==> src/rtl/fft_addr_gen_pkg.sv <==
// Shared constants and FSM state encoding for the FFT address generator.
// FFT_ADDR_GEN_DRAIN_EN: when defined, the DRAIN state exists between stages.
package fft_pkg;

  localparam int FFT_N_LOG2  = 10;
  localparam int FFT_DATA_AW = FFT_N_LOG2;
  localparam int FFT_TW_AW   = FFT_N_LOG2 - 1;
  localparam int FFT_STAGE_W = 4;
  localparam int FFT_CNT_W   = 4;

  typedef enum logic [2:0] {
    ST_IDLE  = 3'd0,
    ST_RUN   = 3'd1,
`ifdef FFT_ADDR_GEN_DRAIN_EN
    ST_DRAIN = 3'd2,
`endif
    ST_FLUSH = 3'd3,
    ST_DONE  = 3'd4
  } fft_state_e;

endpackage

==> src/rtl/fft_addr_gen_if.sv <==
// Frame-control, read-issue and write-back signals of the FFT address generator.
// master: the address generator; slave: frame controller / datapath side.
interface fft_addr_gen_if import fft_pkg::*; #(
  parameter int N_LOG2 = FFT_N_LOG2
) ();

  logic                   start;
  logic                   ready;
  logic                   busy;
  logic                   done;
  logic                   rd_valid;
  logic [N_LOG2-1:0]      rd_addr_a;
  logic [N_LOG2-1:0]      rd_addr_b;
  logic [N_LOG2-2:0]      tw_addr;
  logic [FFT_STAGE_W-1:0] stage;
  logic                   wr_valid;
  logic [N_LOG2-1:0]      wr_addr_a;
  logic [N_LOG2-1:0]      wr_addr_b;

  modport master (
    input  start, ready,
    output busy, done, rd_valid, rd_addr_a, rd_addr_b, tw_addr, stage,
           wr_valid, wr_addr_a, wr_addr_b
  );

  modport slave (
    output start, ready,
    input  busy, done, rd_valid, rd_addr_a, rd_addr_b, tw_addr, stage,
           wr_valid, wr_addr_a, wr_addr_b
  );

endinterface

==> src/rtl/fft_addr_delay.sv <==
// Fixed-depth shift register aligning issued read addresses with butterfly results.
module fft_addr_delay import fft_pkg::*; #(
  parameter int DEPTH = 4,
  parameter int WIDTH = 2 * FFT_DATA_AW + 1
) (
  input  logic             clk,
  input  logic             rst,
  input  logic [WIDTH-1:0] din,
  output logic [WIDTH-1:0] dout
);

  logic [DEPTH-1:0][WIDTH-1:0] pipe_q, pipe_d;

  // Shift one slot per cycle, new entry enters at slot 0
  always_comb begin
    pipe_d    = pipe_q << WIDTH;
    pipe_d[0] = din;
  end

  // Pipeline registers; reset flushes everything in flight
  always_ff @(posedge clk) begin
    if (rst) pipe_q <= '0;
    else     pipe_q <= pipe_d;
  end

  assign dout = pipe_q[DEPTH-1];

endmodule

==> src/rtl/fft_addr_gen.sv <==
// Radix-2 DIT FFT address generator: walks all stages once per frame, issuing
// butterfly read/twiddle addresses and delayed write-back addresses.
// FFT_ADDR_GEN_DRAIN_EN: defined inserts a BF_LATENCY-cycle DRAIN between stages
// (single-port in-place memory); undefined issues stages back to back.
module fft_addr_gen import fft_pkg::*; #(
  parameter int N_LOG2     = FFT_N_LOG2,
  parameter int BF_LATENCY = 4
) (
  input  logic            clk,
  input  logic            rst,
  fft_addr_gen_if.master  bus
);

  localparam int AW = N_LOG2;
  localparam int BW = N_LOG2 - 1;
  localparam int DW = 2 * AW + 1;
  localparam logic [BW-1:0]          B_LAST   = '1;
  localparam logic [FFT_STAGE_W-1:0] S_LAST   = FFT_STAGE_W'(N_LOG2 - 1);
  localparam logic [FFT_CNT_W-1:0]   CNT_LAST = FFT_CNT_W'(BF_LATENCY - 1);

  fft_state_e             state_q, state_d;
  logic [BW-1:0]          b_q, b_d;
  logic [FFT_STAGE_W-1:0] s_q, s_d;
  logic [FFT_CNT_W-1:0]   cnt_q, cnt_d;
  logic                   busy_q, busy_d;
  logic                   done_q, done_d;

  logic                   issue;
  logic [AW-1:0]          bx, half, lo_mask, addr_a, addr_b;
  logic [BW-1:0]          tw;
  logic [DW-1:0]          dl_in, dl_out;

  assign issue = (state_q == ST_RUN) && bus.ready;

  // Butterfly addresses: insert the stage bit at position s; zero outside RUN
  always_comb begin
    bx      = {1'b0, b_q};
    half    = AW'(1) << s_q;
    lo_mask = half - AW'(1);
    addr_a  = (bx & lo_mask) | ((bx & ~lo_mask) << 1);
    addr_b  = addr_a | half;
    tw      = b_q << (S_LAST - s_q);
    if (state_q != ST_RUN) begin
      addr_a = '0;
      addr_b = '0;
      tw     = '0;
    end
  end

  // Frame sequencing: next state, butterfly/stage counters, wait counter
  always_comb begin
    state_d = state_q;
    b_d     = b_q;
    s_d     = s_q;
    cnt_d   = cnt_q;
    case (state_q)
      ST_IDLE: begin
        if (bus.start) begin
          state_d = ST_RUN;
          b_d     = '0;
          s_d     = '0;
        end
      end
      ST_RUN: begin
        if (bus.ready) begin
          b_d = b_q + 1'b1;
          if (b_q == B_LAST) begin
            if (s_q == S_LAST) begin
              state_d = ST_FLUSH;
              cnt_d   = '0;
            end else begin
              s_d = s_q + 1'b1;
`ifdef FFT_ADDR_GEN_DRAIN_EN
              state_d = ST_DRAIN;
              cnt_d   = '0;
`endif
            end
          end
        end
      end
`ifdef FFT_ADDR_GEN_DRAIN_EN
      ST_DRAIN: begin
        cnt_d = cnt_q + 1'b1;
        if (cnt_q == CNT_LAST) state_d = ST_RUN;
      end
`endif
      ST_FLUSH: begin
        cnt_d = cnt_q + 1'b1;
        if (cnt_q == CNT_LAST) state_d = ST_DONE;
      end
      ST_DONE: begin
        state_d = ST_IDLE;
        b_d     = '0;
        s_d     = '0;
      end
      default: state_d = ST_IDLE;
    endcase
    busy_d = (state_d != ST_IDLE) && (state_d != ST_DONE);
    done_d = (state_d == ST_DONE);
  end

  // State and counter registers
  always_ff @(posedge clk) begin
    if (rst) begin
      state_q <= ST_IDLE;
      b_q     <= '0;
      s_q     <= '0;
      cnt_q   <= '0;
      busy_q  <= 1'b0;
      done_q  <= 1'b0;
    end else begin
      state_q <= state_d;
      b_q     <= b_d;
      s_q     <= s_d;
      cnt_q   <= cnt_d;
      busy_q  <= busy_d;
      done_q  <= done_d;
    end
  end

  assign dl_in = {issue, addr_a, addr_b};

  fft_addr_delay #(
    .DEPTH (BF_LATENCY),
    .WIDTH (DW)
  ) u_wb_delay (
    .clk  (clk),
    .rst  (rst),
    .din  (dl_in),
    .dout (dl_out)
  );

  assign bus.busy      = busy_q;
  assign bus.done      = done_q;
  assign bus.rd_valid  = issue;
  assign bus.rd_addr_a = addr_a;
  assign bus.rd_addr_b = addr_b;
  assign bus.tw_addr   = tw;
  assign bus.stage     = s_q;
  assign bus.wr_valid  = dl_out[DW-1];
  assign bus.wr_addr_a = dl_out[2*AW-1:AW];
  assign bus.wr_addr_b = dl_out[AW-1:0];

endmodule
==> src/flat_wrapper.sv <==
// flat-port wrapper written by rule: the top's interface ports become plain ports
module fft_addr_gen_flat import fft_pkg::*;
#(
  parameter int N_LOG2     = FFT_N_LOG2,
  parameter int BF_LATENCY = 4
)
  (clk, rst, bus_start, bus_ready, bus_busy, bus_done, bus_rd_valid, bus_rd_addr_a, bus_rd_addr_b, bus_tw_addr, bus_stage, bus_wr_valid, bus_wr_addr_a, bus_wr_addr_b);
  fft_addr_gen_if #(.N_LOG2(N_LOG2)) bus_i ();
  input  logic clk;
  input  logic rst;
  input wire logic [$bits(bus_i.start)-1:0] bus_start;
  input wire logic [$bits(bus_i.ready)-1:0] bus_ready;
  output wire logic [$bits(bus_i.busy)-1:0] bus_busy;
  output wire logic [$bits(bus_i.done)-1:0] bus_done;
  output wire logic [$bits(bus_i.rd_valid)-1:0] bus_rd_valid;
  output wire logic [$bits(bus_i.rd_addr_a)-1:0] bus_rd_addr_a;
  output wire logic [$bits(bus_i.rd_addr_b)-1:0] bus_rd_addr_b;
  output wire logic [$bits(bus_i.tw_addr)-1:0] bus_tw_addr;
  output wire logic [$bits(bus_i.stage)-1:0] bus_stage;
  output wire logic [$bits(bus_i.wr_valid)-1:0] bus_wr_valid;
  output wire logic [$bits(bus_i.wr_addr_a)-1:0] bus_wr_addr_a;
  output wire logic [$bits(bus_i.wr_addr_b)-1:0] bus_wr_addr_b;
  assign bus_i.start = bus_start;
  assign bus_i.ready = bus_ready;
  assign bus_busy = bus_i.busy;
  assign bus_done = bus_i.done;
  assign bus_rd_valid = bus_i.rd_valid;
  assign bus_rd_addr_a = bus_i.rd_addr_a;
  assign bus_rd_addr_b = bus_i.rd_addr_b;
  assign bus_tw_addr = bus_i.tw_addr;
  assign bus_stage = bus_i.stage;
  assign bus_wr_valid = bus_i.wr_valid;
  assign bus_wr_addr_a = bus_i.wr_addr_a;
  assign bus_wr_addr_b = bus_i.wr_addr_b;
  fft_addr_gen #(.N_LOG2(N_LOG2), .BF_LATENCY(BF_LATENCY)) u_core (.clk(clk), .rst(rst), .bus(bus_i));
endmodule
==> config.mk <==
export PLATFORM = sky130hd
export DESIGN_NAME = fft_addr_gen_flat
export DESIGN_NICKNAME = d
export VERILOG_FILES = /design/src/rtl/fft_addr_gen_pkg.sv /design/src/rtl/fft_addr_gen_if.sv /design/src/rtl/fft_addr_delay.sv /design/src/rtl/fft_addr_gen.sv /design/src/flat_wrapper.sv
export SDC_FILE = /design/constraint.sdc
export NUM_CORES = 1
export LEC_CHECK = 0
export ABC_AREA = 1
export BUFFER_PORTS_ARGS = -buffer_cell sky130_fd_sc_hd__buf_4
export CAP_MARGIN = 20
export CELL_PAD_IN_SITES_DETAIL_PLACEMENT = 1
export CELL_PAD_IN_SITES_GLOBAL_PLACEMENT = 1
export CORE_MARGIN = 4
export CORE_UTILIZATION = 30
export CTS_BUF_LIST = sky130_fd_sc_hd__clkbuf_4 sky130_fd_sc_hd__clkbuf_8
export DETAILED_ROUTE_END_ITERATION = 10
export GPL_ROUTABILITY_DRIVEN = 0
export PLACE_DENSITY_LB_ADDON = 0.1
export SLEW_MARGIN = 20
export SYNTH_ARGS = -nofsm -noshare
export SYNTH_HDL_FRONTEND = slang
export SYNTH_SLANG_ARGS = --single-unit
==> constraint.sdc <==
create_clock -name clk -period 3 [get_ports clk]
set_input_delay 0.6 -clock clk [delete_from_list [all_inputs] [get_ports clk]]
set_output_delay 0.6 -clock clk [all_outputs]
set_load 0.1 [all_outputs]
==> results of run 1 <==
-- worst max-delay path by stage --
stage / from / to / slack (ns) / depth (start not counted)
detailed placement: u_core.bus.stage[1]$_SDFFE_PP0P_ / bus_rd_addr_b[7] / 0.26 / 10
finish: u_core.bus.stage[0]$_SDFFE_PP0P_ / bus_rd_addr_a[7] / 0.17 / 11
floorplan: u_core.bus.stage[3]$_SDFFE_PP0P_ / bus_tw_addr[5] / -0.15 / 6
global route: u_core.bus.stage[2]$_SDFFE_PP0P_ / bus_tw_addr[5] / -0.01 / 8
global placement: u_core.bus.stage[1]$_SDFFE_PP0P_ / bus_rd_addr_b[7] / 0.33 / 10
CTS: u_core.bus.stage[2]$_SDFFE_PP0P_ / bus_tw_addr[5] / 0.005 / 8
-- critical path, delay by kind of cell, from the launching register on --
family / cells / cell delay (ns)
fa+ha+maj: 1 / 0.28
flops: 1 / 0.37
simple gates: 6 / 0.68
buf+inv: 4 / 0.52
-- cell type report --
class / instances / share of cell area
repair buffers: 66 / 0.117
inverters: 115 / 0.0842
well taps: 180 / 0.0434
flip-flops and latches: 106 / 0.411
clock inverters: 4 / 0.00603
multi-input cells: 306 / 0.312
clock buffers: 10 / 0.0253
-- state kept, by name, summed over array words and instances, names as in the netlist --
register                  flops
u_core.b_q                    9
u_core.bus.done               1
u_core.u_wb_delay.pipe_d     63
u_core.bus.busy               1
u_core.cnt_q                  4
u_core.bus.stage              4
u_core.state_q                3
u_core.u_wb_delay.dout       21
-- stage by stage --
step | setup WS (ns) | cells | utilization
global route | -0.0116 | 787 | 0.372
detailed placement | 0.255 | 771 | 0.347
floorplan | -0.147 | 565 | -
global placement | 0.330 | 771 | 0.347
CTS | 0.00482 | 786 | 0.363
finish | 0.173 | 787 | 0.372
-- placed cells by master, fill, tap and decap left out, types with 3 or more instances in the layout --
master	instances
clkbuf_8	9
nand3_2	3
nor2_4	5
nor2_1	97
nand4_1	4
o21ai_4	3
nand2_2	4
buf_6	4
o22ai_1	3
nor3_1	9
buf_4	53
xor2_1	3
o21ai_1	5
o21ai_0	18
clkinv_4	4
nand2_1	79
inv_2	10
ha_1	9
a22oi_1	3
dfxtp_4	3
nor2_2	3
buf_12	6
a21oi_1	16
buf_8	3
nand3_1	18
dfxtp_1	102
o211ai_1	4
inv_1	102
-- cells by family after synthesis --
logic type      Yosys count  share of synthesized area
mux                       1                    0.00234
buf+inv                 153                      0.155
flops                   106                      0.495
fa+ha+maj                11                     0.0321
compound gates           60                     0.0800
xor+xnor                  4                    0.00993
simple gates            230                      0.225
-- what timing repair did --
item                                    CTS  global route
hold buffers                              0             0
hold endpoints to repair                  0             0
endpoints found under the setup margin   17            21
pin swaps                                 0             2
gates resized for setup                  13            35
setup buffers                             1             1
-- layer usage --
metal  share of wire  track usage  vias to the layer above
met5               0            0                        -
met3           0.043       0.0389                        8
met4           0.012       0.0404                        0
li1                -            -                     1759
met2            0.48        0.227                       52
met1            0.46        0.162                     1563
-- power breakdown --
part / total, uW / internal [uW] / switching, uW
Combinational: 289 / 68.7 / 220
Sequential: 1430 / 1420 / 11.5
Clock: 783 / 306 / 477
Total: 2500 / 1790 / 709
==> out/results.ini, run 1 <==
[run_status]
status = finished clean

[finish]
design_area_um2 = 5190
layout-drive-gt1-share = 0.204
synthToLayoutAreaGrowth_pct = 21.1
nets = 619
antenna_cells = 0
multi_input_area_um2 = 1620
seq_area_um2 = 2130
fill_cells = 1699

[die]
num_rows = 43
start_util = 0.308
die_area_um2 = 16300
num_io_pins = 61
die_w_um = 128
die_h_um = 128
core_um2 = 13900

[critical_path]
timing.rr.end = u_core.cnt_q[1]$_SDFFE_PP0P_
cp_cell_sequence = inv_1, ha_1, nand2_1, nor2_1, inv_2, nand4_1, nand3_2, nand2_1, nand2_1, inv_2, buf_12
timing.critical_path.to_type = output pin
critPathSlowestCell = dfxtp_4
worstPathMaxFanout = 6
reg2reg_slack_ns = 0.54
cp-start-kind = flip-flop
slowest_delay_ns = 0.37
reg2reg_from = u_core.b_q[0]$_SDFFE_PP0P_
required_ns = 2.40
criticalPathCategory = reg -> out
r2r.worst_path.cells = 9
critical_path.most_common_cell = nand2_1
cp.arrival_ns = 2.23

[global_route]
antenna_found_initial = 0
grt-ovfl-total = 0
grt_pass1_wl_um = 17200
grtUsageTotal = 0.133
grt_max_degree = 92
first_global_vias = 3555

[min_path]
min_from = u_core.u_wb_delay.pipe_d[56]$_SDFF_PP0_
min_to = u_core.u_wb_delay.pipe_d[77]$_SDFF_PP0_
worstHoldPathCells = 2
hold_class = reg -> reg

[place]
io_buffers = 60
place_hpwl_um = 7610
place_area_um2 = 4840

[clock_network]
htreeDepth = 3
path_clk_slew_ns = 0.10
insertion_delay_ns = 0.37
clk_path_buf_depth = 2
cts_tree = done
cts.sinks = 106
clockRootBuffer = clkbuf_8
cts_buffers = 9

[detailed_routing]
drc_errors = 0
drtIter0Drc = 75
via_per_inst = 4.30
drt_wl_total_um = 10300
dr_total_vias = 3382
dr.pass1.iters = 4
avgRoutedWirePerCell_um = 13.1
ant_nets = 0

[timing]
fmax_ghz = 0.354
finClkSkew_ns = 0.0147
fin_hold_ws_ns = 0.394
tns_ns = 0
relSlewSlack = 0.392
setup_violations = 0
maxSlewViolCount = 0
rsz0062_at_grt = yes
worstMarginPinSlew_ns = 0.912
finalCriticalPeriod_ns = 2.83
hold_viol = 0
period_share = 0.942

[run]
cap_violations = 0

[yosys]
yosys.area.top_type_share = 0.495
yosysSeqAreaShare = 0.495
syn_nets = 580
ys_async_sr_fraction = 0
synth_common_cells = 106 x dfxtp_1, 106 x inv_1, 101 x nor2_1
synthTopCellsByArea = dfxtp_1 50%, inv_1 9.3%, nor2_1 8.8%, nand2_1 7.2%, buf_4 3.7%
synth.avg_cell_area_um2 = 7.58
syn_area_um2 = 4290
synth_edf_count = 0
yosys_warnings = 0
syn_inst = 565
synth-main-ff-cell = dfxtp_1
ys_seq_elements = 106
yosysTopAreaCell = dfxtp_1
yosysUniqueCellTypes = 37

[power]
pwr_density_cell_nw_per_um2 = 482
p_leak_uw = 0.00221
vdd.ir_drop.worst_v = 0.000173
total_power_uw = 2500

(Power assumes the default switching activity.)
==> inputs of run 2 (changes only) <==
--- a/config.mk
+++ b/config.mk
@@ -11,7 +11,7 @@
 export CELL_PAD_IN_SITES_DETAIL_PLACEMENT = 1
 export CELL_PAD_IN_SITES_GLOBAL_PLACEMENT = 1
 export CORE_MARGIN = 4
-export CORE_UTILIZATION = 30
+export CORE_UTILIZATION = 43
 export CTS_BUF_LIST = sky130_fd_sc_hd__clkbuf_4 sky130_fd_sc_hd__clkbuf_8
 export DETAILED_ROUTE_END_ITERATION = 10
 export GPL_ROUTABILITY_DRIVEN = 0
==> out/results.ini, run 2 (synthesized netlist as in run 1, its figures left out) <==
[global_route]
grt_pass1_wl_um = 16800  ; -2.5%
first_global_vias = 3629  ; +2.1%
antenna_found_initial = 0  ; unchanged
grt_max_degree = 92  ; unchanged
grt-ovfl-total = 0  ; unchanged
grtUsageTotal = 0.183  ; +0.0505

[critical_path]
worstPathMaxFanout = 8  ; +2
timing.critical_path.to_type = output pin
cp.arrival_ns = 2.32  ; +0.09 ns
cp-start-kind = flip-flop
reg2reg_from = u_core.b_q[0]$_SDFFE_PP0P_
crit_path_start = u_core.bus.stage[0]$_SDFFE_PP0P_
criticalPathCategory = reg -> out
reg2reg_slack_ns = 0.56  ; +0.02 ns
required_ns = 2.40  ; about the same

[place]
dp.cells = 725  ; -6.0%
place_hpwl_um = 7450  ; -2.1%
io_buffers = 60  ; unchanged

[detailed_routing]
avgRoutedWirePerCell_um = 13.6  ; +4.1%
drc_errors = 0  ; unchanged
dr.pass1.iters = 4  ; unchanged
via_per_inst = 4.69  ; +9.2%
ant_nets = 0  ; unchanged
drtIter0Drc = 118  ; +57%
drt_wl_total_um = 10200  ; -1.2%
dr_total_vias = 3504  ; +3.6%

[die]
num_rows = 36  ; -16%
die_w_um = 108  ; -15%
core_um2 = 9730  ; -30%
die_area_um2 = 11600  ; -28%
num_io_pins = 61  ; unchanged
start_util = 0.440  ; +0.133
die_h_um = 108  ; -15%

[clock_network]
path_clk_slew_ns = 0.11  ; about the same
insertion_delay_ns = 0.37  ; about the same
cts_buffers = 9  ; unchanged
cts_tree = done
htreeDepth = 3  ; unchanged
cts.sinks = 106  ; unchanged
clockRootBuffer = clkbuf_8
clk_path_buf_depth = 2  ; unchanged

[finish]
seq_area_um2 = 2130  ; about the same
final_cell_mix = 103 x dfxtp_1, 102 x inv_1, 96 x nor2_1, 79 x nand2_1, 57 x buf_4
layout-drive-gt1-share = 0.217  ; +0.0123
antenna_cells = 0  ; unchanged
fill_cells = 1237  ; -27%
largest_reg_flops = 63  ; unchanged
layout.cells.non_filler = 747  ; -5.1%
final_common_cell = dfxtp_1
nets = 624  ; +0.81%
finish.utilization = 0.537  ; +0.164
multi_input_area_um2 = 1640  ; +0.93%
synthToLayoutAreaGrowth_pct = 21.8

[timing]
period_share = 0.975  ; +0.0324
finClkSkew_ns = 0.00848  ; -0.00624 ns
maxSlewViolCount = 0  ; unchanged
fin_hold_ws_ns = 0.405  ; +0.0105 ns
fmax_ghz = 0.342  ; -3.3%
setup_violations = 0  ; unchanged
finalCriticalPeriod_ns = 2.92  ; +0.0973 ns
worstMarginPinSlew_ns = 0.872  ; -0.0401 ns
hold_viol = 0  ; unchanged
relSlewSlack = 0.419  ; +0.0268

[min_path]
min_from = u_core.u_wb_delay.pipe_d[55]$_SDFF_PP0_
hold_class = reg -> reg

[run_status]
status = finished clean

[power]
pwr_density_cell_nw_per_um2 = 491  ; +1.9%
vdd.ir_drop.worst_v = 0.000209  ; +21%
p_leak_uw = 0.00226  ; +2.1%

[run]
cap_violations = 0  ; unchanged

-- run 2: cell count changes in the layout (fill, tap and decap cells not counted), moves of 2 or more --
cell    before  now
nor2_2       3    5
inv_4        0    2
ha_1         9    7
ha_2         1    3
buf_4       53   57
-- run 2: worst paths after layout --
| check | endpoint | cells past startpoint |
|---|---|---|
| max reg2reg | u_core.bus.stage[3]$_SDFFE_PP0P_ | 11 |
| min reg2reg | u_core.u_wb_delay.pipe_d[76]$_SDFF_PP0_ | 2 |
| max | bus_rd_addr_a[6] | 13 |
| min | u_core.u_wb_delay.pipe_d[76]$_SDFF_PP0_ | 2 |
-- run 2: layer usage --
layer / vias to the layer above / track usage / routed length (um)
li1: 1767 / - / -
met1: 1654 / 0.204 / 4230
met2: 65 / 0.331 / 5240
met3: 18 / 0.0402 / 369
met4: 0 / 0.0839 / 323
met5: - / 0 / 0
-- run 2: through the flow --
step / area (um^2) / setup slack (ns) / power (uW) / setup TNS, ns
after floorplan: 4370 / -0.147 / 1680 / -0.231
after global placement: 4790 / 0.354 / 1730 / 0
after detailed placement: 4790 / 0.229 / 1740 / 0
after CTS: 5060 / -0.00237 / 2590 / -0.00237
after global routing: 5220 / -0.0742 / 2690 / -0.193
final: 5220 / 0.0755 / 2560 / 0
-- run 2: what timing repair did --
| action | CTS | global route |
|---|---|---|
| hold buffers | 0 | 0 |
| setup buffers | 0 | 6 |
| gates resized for setup | 22 | 31 |
| setup endpoints to repair | 13 | 22 |
| pin swaps | 1 | 3 |
| endpoints found under the hold margin | 0 | 0 |
-- run 2: layout make-up --
| cell class | instances | share of cell area |
|---|---|---|
| sequential | 106 | 0.409 |
| multi-input combinational | 306 | 0.313 |
| timing repair buffer | 71 | 0.125 |
| inverter | 115 | 0.0837 |
| tap | 133 | 0.0319 |
| clock buffer | 9 | 0.0237 |
| clock inverter | 7 | 0.0137 |
-- run 2: critical path, cell delays in order, from the launching register on --
cell and delay, ns:
dfxtp_4 0.39, buf_8 0.13, ha_2 0.18, ha_2 0.16, inv_1 0.04, nor2_1 0.06
a21oi_2 0.20, nand3_2 0.12, nand2_1 0.09, nand3_1 0.10, nand2_1 0.08, nand2_1 0.07
inv_1 0.10, buf_6 0.23
-- run 2: where the power goes --
part           total (uW)  switching [uW]  internal (uW)
clock network         848             524            323
registers            1430            12.0           1420
logic                 287             216           71.2
